File: src/rtl/serial_add_pkg.sv
// ============================================================================
// serial_add_pkg : shared state encoding and counter sizing for serial_add
// Rev 1.0 : initial release
// ============================================================================
`default_nettype none

package serial_add_pkg;

  typedef enum logic [1:0] {
    ST_IDLE = 2'd0,
    ST_RUN  = 2'd1,
    ST_DONE = 2'd2
  } state_t;

  function automatic int cnt_w(input int width);
    return (width < 2) ? 1 : $clog2(width);
  endfunction

endpackage

`default_nettype wire

File: src/rtl/full_add.sv
// ============================================================================
// full_add : one-bit full adder cell
// Rev 1.0 : initial release
// ============================================================================
`default_nettype none

module full_add (
  input  logic a,
  input  logic b,
  input  logic c,
  output logic sum,
  output logic cout
);

  assign sum  = a ^ b ^ c;
  assign cout = (a & b) | (a & c) | (b & c);

endmodule

`default_nettype wire

File: src/rtl/serial_add.sv
// ============================================================================
// serial_add : bit-serial adder, LSB first, valid/ready on both sides
// Optional ovf output enabled by defining SERIAL_ADD_OVF_EN
// Rev 1.0 : initial release
// ============================================================================
`default_nettype none

module serial_add
  import serial_add_pkg::*;
#(
  parameter int WIDTH = 8
) (
  input  logic             clk,
  input  logic             rst_n,
  input  logic             in_valid,
  output logic             in_ready,
  input  logic [WIDTH-1:0] a,
  input  logic [WIDTH-1:0] b,
  input  logic             cin,
  output logic             out_valid,
  input  logic             out_ready,
  output logic [WIDTH-1:0] sum,
  output logic             cout,
  output logic             busy
`ifdef SERIAL_ADD_OVF_EN
  ,
  output logic             ovf
`endif
);

  localparam int             CW     = cnt_w(WIDTH);
  localparam logic [CW-1:0]  c_last = CW'(WIDTH - 1);

  state_t           r_state;
  logic [WIDTH-1:0] r_a;
  logic [WIDTH-1:0] r_b;
  logic             r_carry;
  logic [CW-1:0]    r_cnt;
  logic             w_s;
  logic             w_c;

  full_add u_fa (
    .a    (r_a[0]),
    .b    (r_b[0]),
    .c    (r_carry),
    .sum  (w_s),
    .cout (w_c)
  );

  always_ff @(posedge clk or negedge rst_n) begin
    if (!rst_n) begin
      r_state   <= ST_IDLE;
      r_a       <= '0;
      r_b       <= '0;
      r_carry   <= 1'b0;
      r_cnt     <= '0;
      sum       <= '0;
      cout      <= 1'b0;
      out_valid <= 1'b0;
      busy      <= 1'b0;
      in_ready  <= 1'b1;
`ifdef SERIAL_ADD_OVF_EN
      ovf       <= 1'b0;
`endif
    end else begin
      case (r_state)
        ST_IDLE: begin
          if (in_valid && in_ready) begin
            r_a      <= a;
            r_b      <= b;
            r_carry  <= cin;
            r_cnt    <= '0;
            r_state  <= ST_RUN;
            in_ready <= 1'b0;
            busy     <= 1'b1;
          end
        end
        ST_RUN: begin
          // Sum bits enter at the MSB so bit 0 lands in place after WIDTH shifts
          sum     <= {w_s, sum[WIDTH-1:1]};
          r_a     <= r_a >> 1;
          r_b     <= r_b >> 1;
          r_carry <= w_c;
          if (r_cnt == c_last) begin
            r_state   <= ST_DONE;
            busy      <= 1'b0;
            out_valid <= 1'b1;
            cout      <= w_c;
`ifdef SERIAL_ADD_OVF_EN
            ovf       <= r_carry ^ w_c;
`endif
          end else begin
            r_cnt <= r_cnt + CW'(1);
          end
        end
        ST_DONE: begin
          if (out_ready) begin
            r_state   <= ST_IDLE;
            out_valid <= 1'b0;
            in_ready  <= 1'b1;
          end
        end
        default: begin
          r_state   <= ST_IDLE;
          out_valid <= 1'b0;
          busy      <= 1'b0;
          in_ready  <= 1'b1;
        end
      endcase
    end
  end

endmodule

`default_nettype wire

File: config.mk
export PLATFORM = sky130hd
export DESIGN_NAME = serial_add
export DESIGN_NICKNAME = d
export VERILOG_FILES = /design/src/rtl/serial_add_pkg.sv /design/src/rtl/full_add.sv /design/src/rtl/serial_add.sv
export SDC_FILE = /design/constraint.sdc
export NUM_CORES = 1
export LEC_CHECK = 0
export BUFFER_PORTS_ARGS = -buffer_cell sky130_fd_sc_hd__buf_2
export CORE_UTILIZATION = 55
export DETAILED_ROUTE_END_ITERATION = 10
export PLACE_DENSITY = 0.89
export SLEW_MARGIN = 20
export SYNTH_ARGS = -nofsm -noshare
export SYNTH_HDL_FRONTEND = slang
export SYNTH_SLANG_ARGS = --single-unit
File: constraint.sdc
create_clock -name clk -period 2.1 [get_ports clk]
set_clock_uncertainty 0.05 [all_clocks]
set_input_delay 0.42 -clock clk [delete_from_list [all_inputs] [get_ports clk]]
set_output_delay 0.42 -clock clk [all_outputs]
set_load 0.01 [all_outputs]
==> results of run 1 <==
[worst max-delay path: cells and delay by family (launching register included)]
family	cells	cell delay [ns]
AND/OR/NAND/NOR	1	0.29
buffers and inverters	1	0.23
AO/OA/AOI/OAI	2	0.58
flip-flops	1	0.42
[power by group]
group	leakage (nW)	switching [mW]	internal (mW)
logic	0.377	0.480	0.484
clock network	0.0353	0.212	0.162
registers	0.419	0.166	0.921
[registers in the layout, indices dropped and copies added, names as in the netlist]
name	flops
sum	8
cout	1
r_state	2
in_ready	1
r_carry	1
out_valid	1
r_cnt	3
busy	1
r_a	8
r_b	8
[per-layer routing]
metal  global-route usage  share of wire  vias to the layer above  wire length (µm)
met3              0.07209          0.053                       11               162
met2               0.4114           0.52                       44              1596
li1                     -              -                      556                 -
met1               0.2703           0.39                      576              1198
met4               0.1220          0.028                        0                86
met5                    0              0                        -                 0
[logic make-up (layout without fill, tap and decap cells)]
| kind of cell | after synthesis | after routing | share of synthesized area |
|---|---|---|---|
| compound gates | 47 | 47 | 0.1669 |
| flops | 34 | 34 | 0.5337 |
| mux | 26 | 26 | 0.1716 |
| simple gates | 16 | 16 | 0.05173 |
| buf+inv | 10 | 46 | 0.04780 |
| fa+ha+maj | 3 | 3 | 0.02821 |
[cells in the final DEF (no fill, tap or decap), drive strengths merged]
cell | synthesis | routed
a31oi | 1 | 1
clkinv | 0 | 1
or2 | 1 | 1
mux2 | 11 | 11
nor2b | 1 | 1
dfstp | 1 | 1
a21oi | 5 | 5
o21ai | 35 | 35
o22a | 1 | 1
inv | 1 | 1
clkbuf | 3 | 7
mux2i | 15 | 15
nand2b | 1 | 1
and4b | 2 | 2
buf | 6 | 37
a22o | 4 | 4
nor2 | 4 | 4
fa | 1 | 1
nand2 | 7 | 7
ha | 2 | 2
dfrtp | 33 | 33
o31ai | 1 | 1
[stage by stage]
stage / utilization / power [mW] / hold slack, ns / cell area (µm²) / instances
2_1_floorplan: - / 1.822 / 0.07441 / 1597 / 136
3_3_place_gp: 0.6393 / 1.994 / 0.4137 / 1763 / 195
3_5_place_dp: 0.6393 / 2.069 / 0.4191 / 1763 / 195
4_1_cts: 0.6611 / 2.451 / 0.08269 / 1823 / 203
5_1_grt: 0.6611 / 2.615 / 0.1383 / 1823 / 203
6_report: 0.6611 / 2.425 / 0.07962 / 1823 / 203
[worst min-delay path by stage]
stage	startpoint	end	slack, ns	depth (start not counted)
final	rst_n	r_b[1]	0.08	1
after floorplan	rst_n	busy	0.07	0
after CTS	rst_n	r_a[2]	0.08	1
after global routing	rst_n	sum[5]	0.14	1
after global placement	sum[0]	sum[0]	0.41	1
after detailed placement	sum[0]	sum[0]	0.42	1
[area by class of cell]
cell class,count,share of cell area
Sequential cell,34,0.4674
Multi-Input combinational cell,92,0.3679
Timing Repair Buffer,37,0.1084
Clock buffer,7,0.03020
Tap cell,31,0.02128
Clock inverter,1,0.002745
Inverter,1,0.002059
==> out/results.ini, run 1 <==
[final_layout]
drive_above_1_share = 0.3663
area_growth_pct = 14.19
fin_nets = 195
multi_input_area_um2 = 670.6
n_fill_cell = 233
area.sequential_um2 = 852.1
diodes = 0

[grt]
overflow = 0
grt_max_degree = 35
grt_pass1_vias = 1260
antenna_found_initial = 0
grt_first_pass_wirelength_um = 5582
track_usage = 0.2395

[synthesis]
synth_area_per_cell_um2 = 11.74
yosysWarnings = 0
syn_inst = 136
synth_edf_count = 0
synth_area_um2 = 1597
synth_top_area_share = 0.5172
synth_ff_type = dfrtp_1
synth_nets = 160
ys_ff_latch = 34
yosys.area.top_type = dfrtp_1
synth.most_common_cell = dfrtp_1
synthTopCellsByArea = dfrtp_1, mux2i_1, o21ai_0, mux2_2, o21ai_1
synthDistinctLibCells = 28
yosys-top-cells-count = dfrtp_1, o21ai_0, mux2i_1
seq_area_frac_synth = 0.5337
async_flop_share = 1.000

[placed_design]
place_ws_ns = 0.2847
dp_hpwl_um = 2170
gp_congestion = 0.7164
io_buffers = 32

[clock_network]
cts_hold_buf = 0
cts_tree = done
cts_buffers = 5
htreeDepth = 2
cts_buffer_depth = 2
postCtsSetupBuffers = 0
clk_pin_slew_worst_paths_ns = 0.10
cts-resized-gates = 0
cts-root-buf = clkbuf_4
clk_latency_ns = 0.34
clock_sinks = 34

[route]
vias = 1187
via_per_inst = 5.847
wl_per_cell_um = 15.00
antenna_left = 0
routed_wl_um = 3044
drc = 0
drt-pass1-iter-count = 4
drt_iter0_drc = 21

[power]
irDropWorstVdd_uv = 831.5
power_density_nw_per_um2 = 1330
leakagePower_nw = 0.8313

[timing]
worstMarginPinSlew_ns = 0.7279
rsz0062_at_grt = false
maxSlewHeadroom = 0.5147
period_share = 0.8075
timing.fmax_ghz = 0.5897
drv_slew = 0
finalWorstSetupSlack_ns = 0.4042
hold_violations = 0
min_period_ns = 1.696
setup-tns-final_ns = 0
setup_viol = 0

[worst_setup_path]
cp_max_fo = 16
crit_path_max_incr_delay_ns = 0.46
endpoint_kind = flip-flop
crit_chain = a21oi_2 > or2_1 > buf_4 > o21ai_0
critPathLaunch = in_ready
endpoint = r_b[2]
crit_type = flip-flop to flip-flop
startpoint_type = flip-flop
cp.arrival_ns = 1.86
r2r-end = r_b[2]
reg2reg_slack_ns = 0.40
worstPathRequired_ns = 2.26
slowest_stage = a21oi_2
worst_r2r_startpoint = in_ready
r2r_cells = 4

[floorplanning]
ios = 33
dieHeight_um = 55.88
start_util = 0.5789
core-area_um2 = 2758
fp-row-count = 19
die_w_um = 55.88
dieArea_um2 = 3122

[outcome]
run_status = finished, final reports clean

[worst_hold_path]
min_path_type = input port to async pin

[job]
drv_cap = 0

Note: power is estimated with default switching activity, not from simulation.
==> inputs of run 2 (changes only) <==
--- a/config.mk
+++ b/config.mk
@@ -6,9 +6,9 @@
 export NUM_CORES = 1
 export LEC_CHECK = 0
 export BUFFER_PORTS_ARGS = -buffer_cell sky130_fd_sc_hd__buf_2
-export CORE_UTILIZATION = 55
+export CORE_UTILIZATION = 53
 export DETAILED_ROUTE_END_ITERATION = 10
-export PLACE_DENSITY = 0.89
+export PLACE_DENSITY = 0.87
 export SLEW_MARGIN = 20
 export SYNTH_ARGS = -nofsm -noshare
 export SYNTH_HDL_FRONTEND = slang
==> constraint.sdc (replaced) <==
create_clock -name clk -period 1.7 [get_ports clk]
set_clock_uncertainty 0.05 [all_clocks]
set_input_delay 0.34 -clock clk [delete_from_list [all_inputs] [get_ports clk]]
set_output_delay 0.34 -clock clk [all_outputs]
set_load 0.01 [all_outputs]
==> out/results.ini, run 2 (synthesis gave the netlist of run 1 again) <==
[job]
drv_cap = 0  ; unchanged

[timing]
worstMarginPinSlew_ns = 0.7289  ; +0.001002 ns
min_period_ns = 1.613  ; -0.08247 ns
rsz0062_at_grt = false
drv_slew = 0  ; unchanged
period_share = 0.9490  ; +0.1415
setup-tns-final_ns = 0  ; unchanged
setup_viol = 0  ; unchanged
timing.fmax_ghz = 0.6199  ; +5.1%
hold_ws_ns = -0.005760  ; -0.08538 ns
hold_violations = 7  ; +7
maxSlewHeadroom = 0.5141  ; -0.0006680

[clock_network]
cts_tree = done
cts_buffers = 5  ; unchanged
clock_sinks = 34  ; unchanged
htreeDepth = 2  ; unchanged
cts-root-buf = clkbuf_4
clk_pin_slew_worst_paths_ns = 0.10  ; about the same
clk_latency_ns = 0.34  ; about the same
postCtsSetupBuffers = 0  ; unchanged
cts_buffer_depth = 2  ; unchanged

[route]
routed_wl_um = 2900  ; -4.7%
vias = 1172  ; -1.3%
wl_met3_um = 133  ; -18%
wl_per_cell_um = 14.29  ; -4.7%
dr_wl_met2_um = 1443  ; -9.6%
met1_length_um = 1267  ; +5.8%
drc = 4  ; +4
drt_iter0_drc = 28  ; +33%
drt-pass1-iter-count = 7  ; +3
via_per_inst = 5.773  ; -1.3%
antenna_left = 0  ; unchanged
top_layer = met4

[grt]
track_usage = 0.2045  ; -0.03500
antenna_found_initial = 0  ; unchanged
grt_max_degree = 35  ; unchanged
overflow = 0  ; unchanged
grt_pass1_vias = 1146  ; -9.0%
grt_first_pass_wirelength_um = 4871  ; -13%

[outcome]
violations = DRC, hold timing
run_status = complete, but fails checks

[final_layout]
diodes = 0  ; unchanged
fin_util = 0.6490  ; -0.01210
fin_nets = 196  ; +0.51%
drive_above_1_share = 0.3779  ; +0.01163
area_growth_pct = 14.03
final_cell_mix = dfrtp_1, buf_2, o21ai_0
top_regs = r_a (8), r_b (8), sum (8)
final_common_cell = dfrtp_1

[worst_setup_path]
cp.arrival_ns = 1.80  ; -0.06 ns
endpoint_kind = flip-flop
startpoint_type = flip-flop
worstPathRequired_ns = 1.89  ; -0.37 ns
cp_max_fo = 18  ; +2
crit_type = flip-flop to flip-flop

[floorplanning]
start_util = 0.5691  ; -0.009813
dieHeight_um = 56.89  ; +1.8%
core-area_um2 = 2805  ; +1.7%
fp-row-count = 19  ; unchanged
die_w_um = 56.89  ; +1.8%
dieArea_um2 = 3236  ; +3.6%
ios = 33  ; unchanged

[placed_design]
dp_hpwl_um = 2048  ; -5.6%
gp_congestion = 0.7676  ; +7.1%
io_buffers = 32  ; unchanged

[power]
irDropWorstVdd_uv = 747.6  ; -10%
finalPower_mw = 2.935  ; +21%
power_density_nw_per_um2 = 1612  ; +21%
leakagePower_nw = 0.8299  ; -0.17%

[worst_hold_path]
min_path_type = input port to async pin

run 2: cell types whose count changed in the layout (fill, tap and decap cells not counted):
cell | before | now
clkbuf_8 | 1 | 0
ha_1 | 2 | 1
ha_2 | 0 | 1
clkinv_2 | 1 | 2
clkbuf_1 | 1 | 0
buf_4 | 5 | 6
run 2: final cells by class:
| class | instances | area [µm²] |
|---|---|---|
| fillers | 244 | 984.7 |
| flip-flops and latches | 34 | 852.1 |
| multi-input cells | 92 | 673.1 |
| repair buffers | 38 | 205.2 |
| well taps | 31 | 38.79 |
| clock buffers | 5 | 37.54 |
| clock inverters | 2 | 10.01 |
| inverters | 1 | 3.754 |
run 2: timing repair:
action / CTS / global route
setup endpoints to repair: 0 / 1
gates resized for setup: 0 / 1
endpoints found under the hold margin: 0 / 0
hold buffers: 0 / 0
run 2: worst paths after layout:
path                            from         end  slack (ns)  cells past startpoint
max                         in_ready    r_cnt[1]        0.09                      3
min                            rst_n      sum[7]      -0.006                      1
max reg2reg                 in_ready    r_cnt[1]        0.09                      3
min reg2reg                   sum[0]      sum[0]        0.44                      1
max in group asynchronous      rst_n      r_a[4]        1.14                      1
min in group clk           out_ready  r_state[1]        0.15                      2
run 2: per-stage QoR:
step / cells / hold slack (ns) / cell area [µm²] / worst slack [ns]
floorplan: 136 / -0.005591 / 1597 / 0.2580
global placement: 196 / 0.3794 / 1770 / 0.1528
detailed placement: 196 / 0.3879 / 1770 / 0.08398
CTS: 203 / 0.01452 / 1818 / 0.05761
global route: 203 / 0.04440 / 1821 / 0.03124
finish: 203 / -0.005760 / 1821 / 0.08672
run 2: layer usage:
| metal | track usage | up-vias |
|---|---|---|
| li1 | - | 563 |
| met1 | 0.2329 | 573 |
| met2 | 0.3479 | 29 |
| met3 | 0.05760 | 7 |
| met4 | 0.1045 | 0 |
| met5 | 0 | - |
run 2: worst max-delay path: stages (launching register included):
cell     delay (ns)
dfstp_2        0.61
a21oi_2        0.07
or2_1          0.43
a22o_2         0.35
run 2: power breakdown:
part           leakage (nW)  switching [mW]  internal, mW  total, mW
logic                 0.380           0.582         0.604       1.19
registers             0.419           0.198          1.14       1.34
clock network        0.0308           0.265         0.148      0.413
total                 0.830            1.04          1.89       2.93
==> inputs of run 3 (changes only) <==
--- a/config.mk
+++ b/config.mk
@@ -7,8 +7,10 @@
 export LEC_CHECK = 0
 export BUFFER_PORTS_ARGS = -buffer_cell sky130_fd_sc_hd__buf_2
 export CORE_UTILIZATION = 53
+export CTS_BUF_LIST = sky130_fd_sc_hd__clkbuf_8 sky130_fd_sc_hd__clkbuf_16
 export DETAILED_ROUTE_END_ITERATION = 10
 export PLACE_DENSITY = 0.87
+export SKIP_CTS_REPAIR_TIMING = 1
 export SLEW_MARGIN = 20
 export SYNTH_ARGS = -nofsm -noshare
 export SYNTH_HDL_FRONTEND = slang
==> out/results.ini, run 3 (synthesis gave the netlist of run 1 again) <==
[final_layout]
n_fill_cell = 237  ; -2.9%
diodes = 0  ; unchanged
area_growth_pct = 15.99
drive_above_1_share = 0.3779  ; unchanged
top_regs = r_a (8), r_b (8), sum (8)
fin_nets = 196  ; unchanged
final_cell_mix = dfrtp_1, buf_2, o21ai_0
finalNonFillerCells = 203  ; unchanged
final_cell_area_um2 = 1852  ; +1.7%
final_common_cell = dfrtp_1

[route]
antenna_left = 0  ; unchanged
wl_per_cell_um = 14.37  ; +0.59%
via_per_inst = 5.813  ; +0.68%
drc = 4  ; unchanged
drt_iter0_drc = 34  ; +21%
drt-pass1-iter-count = 7  ; unchanged
vias = 1180  ; +0.68%
routed_wl_um = 2917  ; +0.59%

[clock_network]
clock_sinks = 34  ; unchanged
cts_buffers = 5  ; unchanged
clk_latency_ns = 0.28  ; -0.06 ns
cts_buffer_depth = 2  ; unchanged
cts_tree = done
cts-root-buf = clkbuf_8
htreeDepth = 2  ; unchanged
clk_pin_slew_worst_paths_ns = 0.07  ; -0.03 ns

[worst_setup_path]
cp.arrival_ns = 1.72  ; -0.08 ns
crit_chain = a21oi_2 > or2_1 > a22o_2
worstPathRequired_ns = 1.82  ; -0.07 ns
critPathTopFamily = flip-flops
startpoint_type = flip-flop
slowest_stage = dfstp_2
endpoint_kind = flip-flop
crit_type = flip-flop to flip-flop
cp_max_fo = 18  ; unchanged
critPathLaunch = in_ready
critPathBufInv = 0  ; unchanged
worst_r2r_startpoint = in_ready
crit_path_max_incr_delay_ns = 0.60  ; about the same

[worst_hold_path]
min_path_type = input port to async pin

[grt]
grt_pass1_vias = 1149  ; +0.26%
track_usage = 0.2060  ; +0.001479
grt_max_degree = 35  ; unchanged
overflow = 0  ; unchanged
antenna_found_initial = 0  ; unchanged
grt_first_pass_wirelength_um = 4905  ; +0.70%

[job]
drv_cap = 0  ; unchanged

[timing]
maxSlewHeadroom = 0.5138  ; about the same
setup_viol = 0  ; unchanged
drv_slew = 0  ; unchanged
min_period_ns = 1.597  ; -0.01619 ns
finalWorstSetupSlack_ns = 0.1029  ; +0.01619 ns
worstMarginPinSlew_ns = 0.7293  ; +0.0003957 ns
rsz0062_at_grt = false
setup-tns-final_ns = 0  ; unchanged
timing.fmax_ghz = 0.6261  ; +1.0%
hold_violations = 0  ; -7
period_share = 0.9395  ; -0.009526

[outcome]
violations = DRC
run_status = complete, but fails checks

[power]
leakagePower_nw = 0.8428  ; +1.6%
power_density_nw_per_um2 = 1662  ; +3.1%
pwr-share-comb = 0.386  ; -0.018
finalPower_mw = 3.078  ; +4.9%
power.share.clock = 0.179  ; +0.038
switching_share = 0.3436  ; -0.01226
irDropWorstVdd_uv = 823.1  ; +10%
pwr-share-seq = 0.435  ; -0.020
power.internal_mw = 2.020  ; +6.9%
p_switching_mw = 1.057  ; +1.3%

[floorplanning]
dieArea_um2 = 3236  ; unchanged
fp-row-count = 19  ; unchanged
ios = 33  ; unchanged
start_util = 0.5691  ; unchanged
core-area_um2 = 2805  ; unchanged
dieHeight_um = 56.89  ; unchanged
die_w_um = 56.89  ; unchanged

[placed_design]
dp.cells = 196  ; unchanged
io_buffers = 32  ; unchanged
dp_hpwl_um = 2048  ; unchanged
placed_area_um2 = 1770  ; unchanged
gp_congestion = 0.7676  ; unchanged
place_ws_ns = 0.08398  ; unchanged

run 3: cell types whose count changed in the layout (fill, tap and decap cells not counted):
cell / delta
clkbuf_8: +5
clkbuf_4: -5
run 3: path summary, 6_finish.rpt:
| path | end | slack, ns | depth (start not counted) |
|---|---|---|---|
| worst min-delay path | sum[7] | 0.06 | 1 |
| worst min register to register | sum[0] | 0.43 | 1 |
| min in group clk | r_state[1] | 0.21 | 2 |
| worst max register to register | r_cnt[1] | 0.10 | 3 |
| worst max-delay path | r_cnt[1] | 0.10 | 3 |
| max in group asynchronous | r_a[4] | 1.07 | 1 |
run 3: cell type report:
type                    instances  area [µm²]  area share
inverters                       1       3.754    0.002027
well taps                      31       38.79     0.02095
flip-flops and latches         34       852.1      0.4601
multi-input cells              92       673.1      0.3635
clock buffers                   5       68.82     0.03716
clock inverters                 2       10.01    0.005405
repair buffers                 38       205.2      0.1108
run 3: metrics by stage:
stage	util	hold slack, ns
finish	0.6601	0.05852
global route	0.6601	0.1171
CTS	0.6592	0.08222
detailed placement	0.6311	0.3879
global placement	0.6311	0.3794
floorplan	-	-0.005591
run 3: power by group through the flow:
stage / combinational [mW] / sequential, mW / clock (mW)
floorplan: 0.888 / 1.36 / 0
global placement: 1.13 / 1.33 / 0
detailed placement: 1.19 / 1.35 / 0
CTS: 1.20 / 1.34 / 0.563
global route: 1.32 / 1.39 / 0.589
finish: 1.19 / 1.34 / 0.552
run 3: per-layer routing:
metal / up-vias / wire (µm) / GRT usage / part of all wire
met5: - / 0 / 0 / 0
met4: 0 / 56 / 0.1115 / 0.019
met3: 6 / 145 / 0.04839 / 0.050
met2: 37 / 1457 / 0.3496 / 0.50
met1: 576 / 1258 / 0.2390 / 0.43
li1: 561 / - / - / -
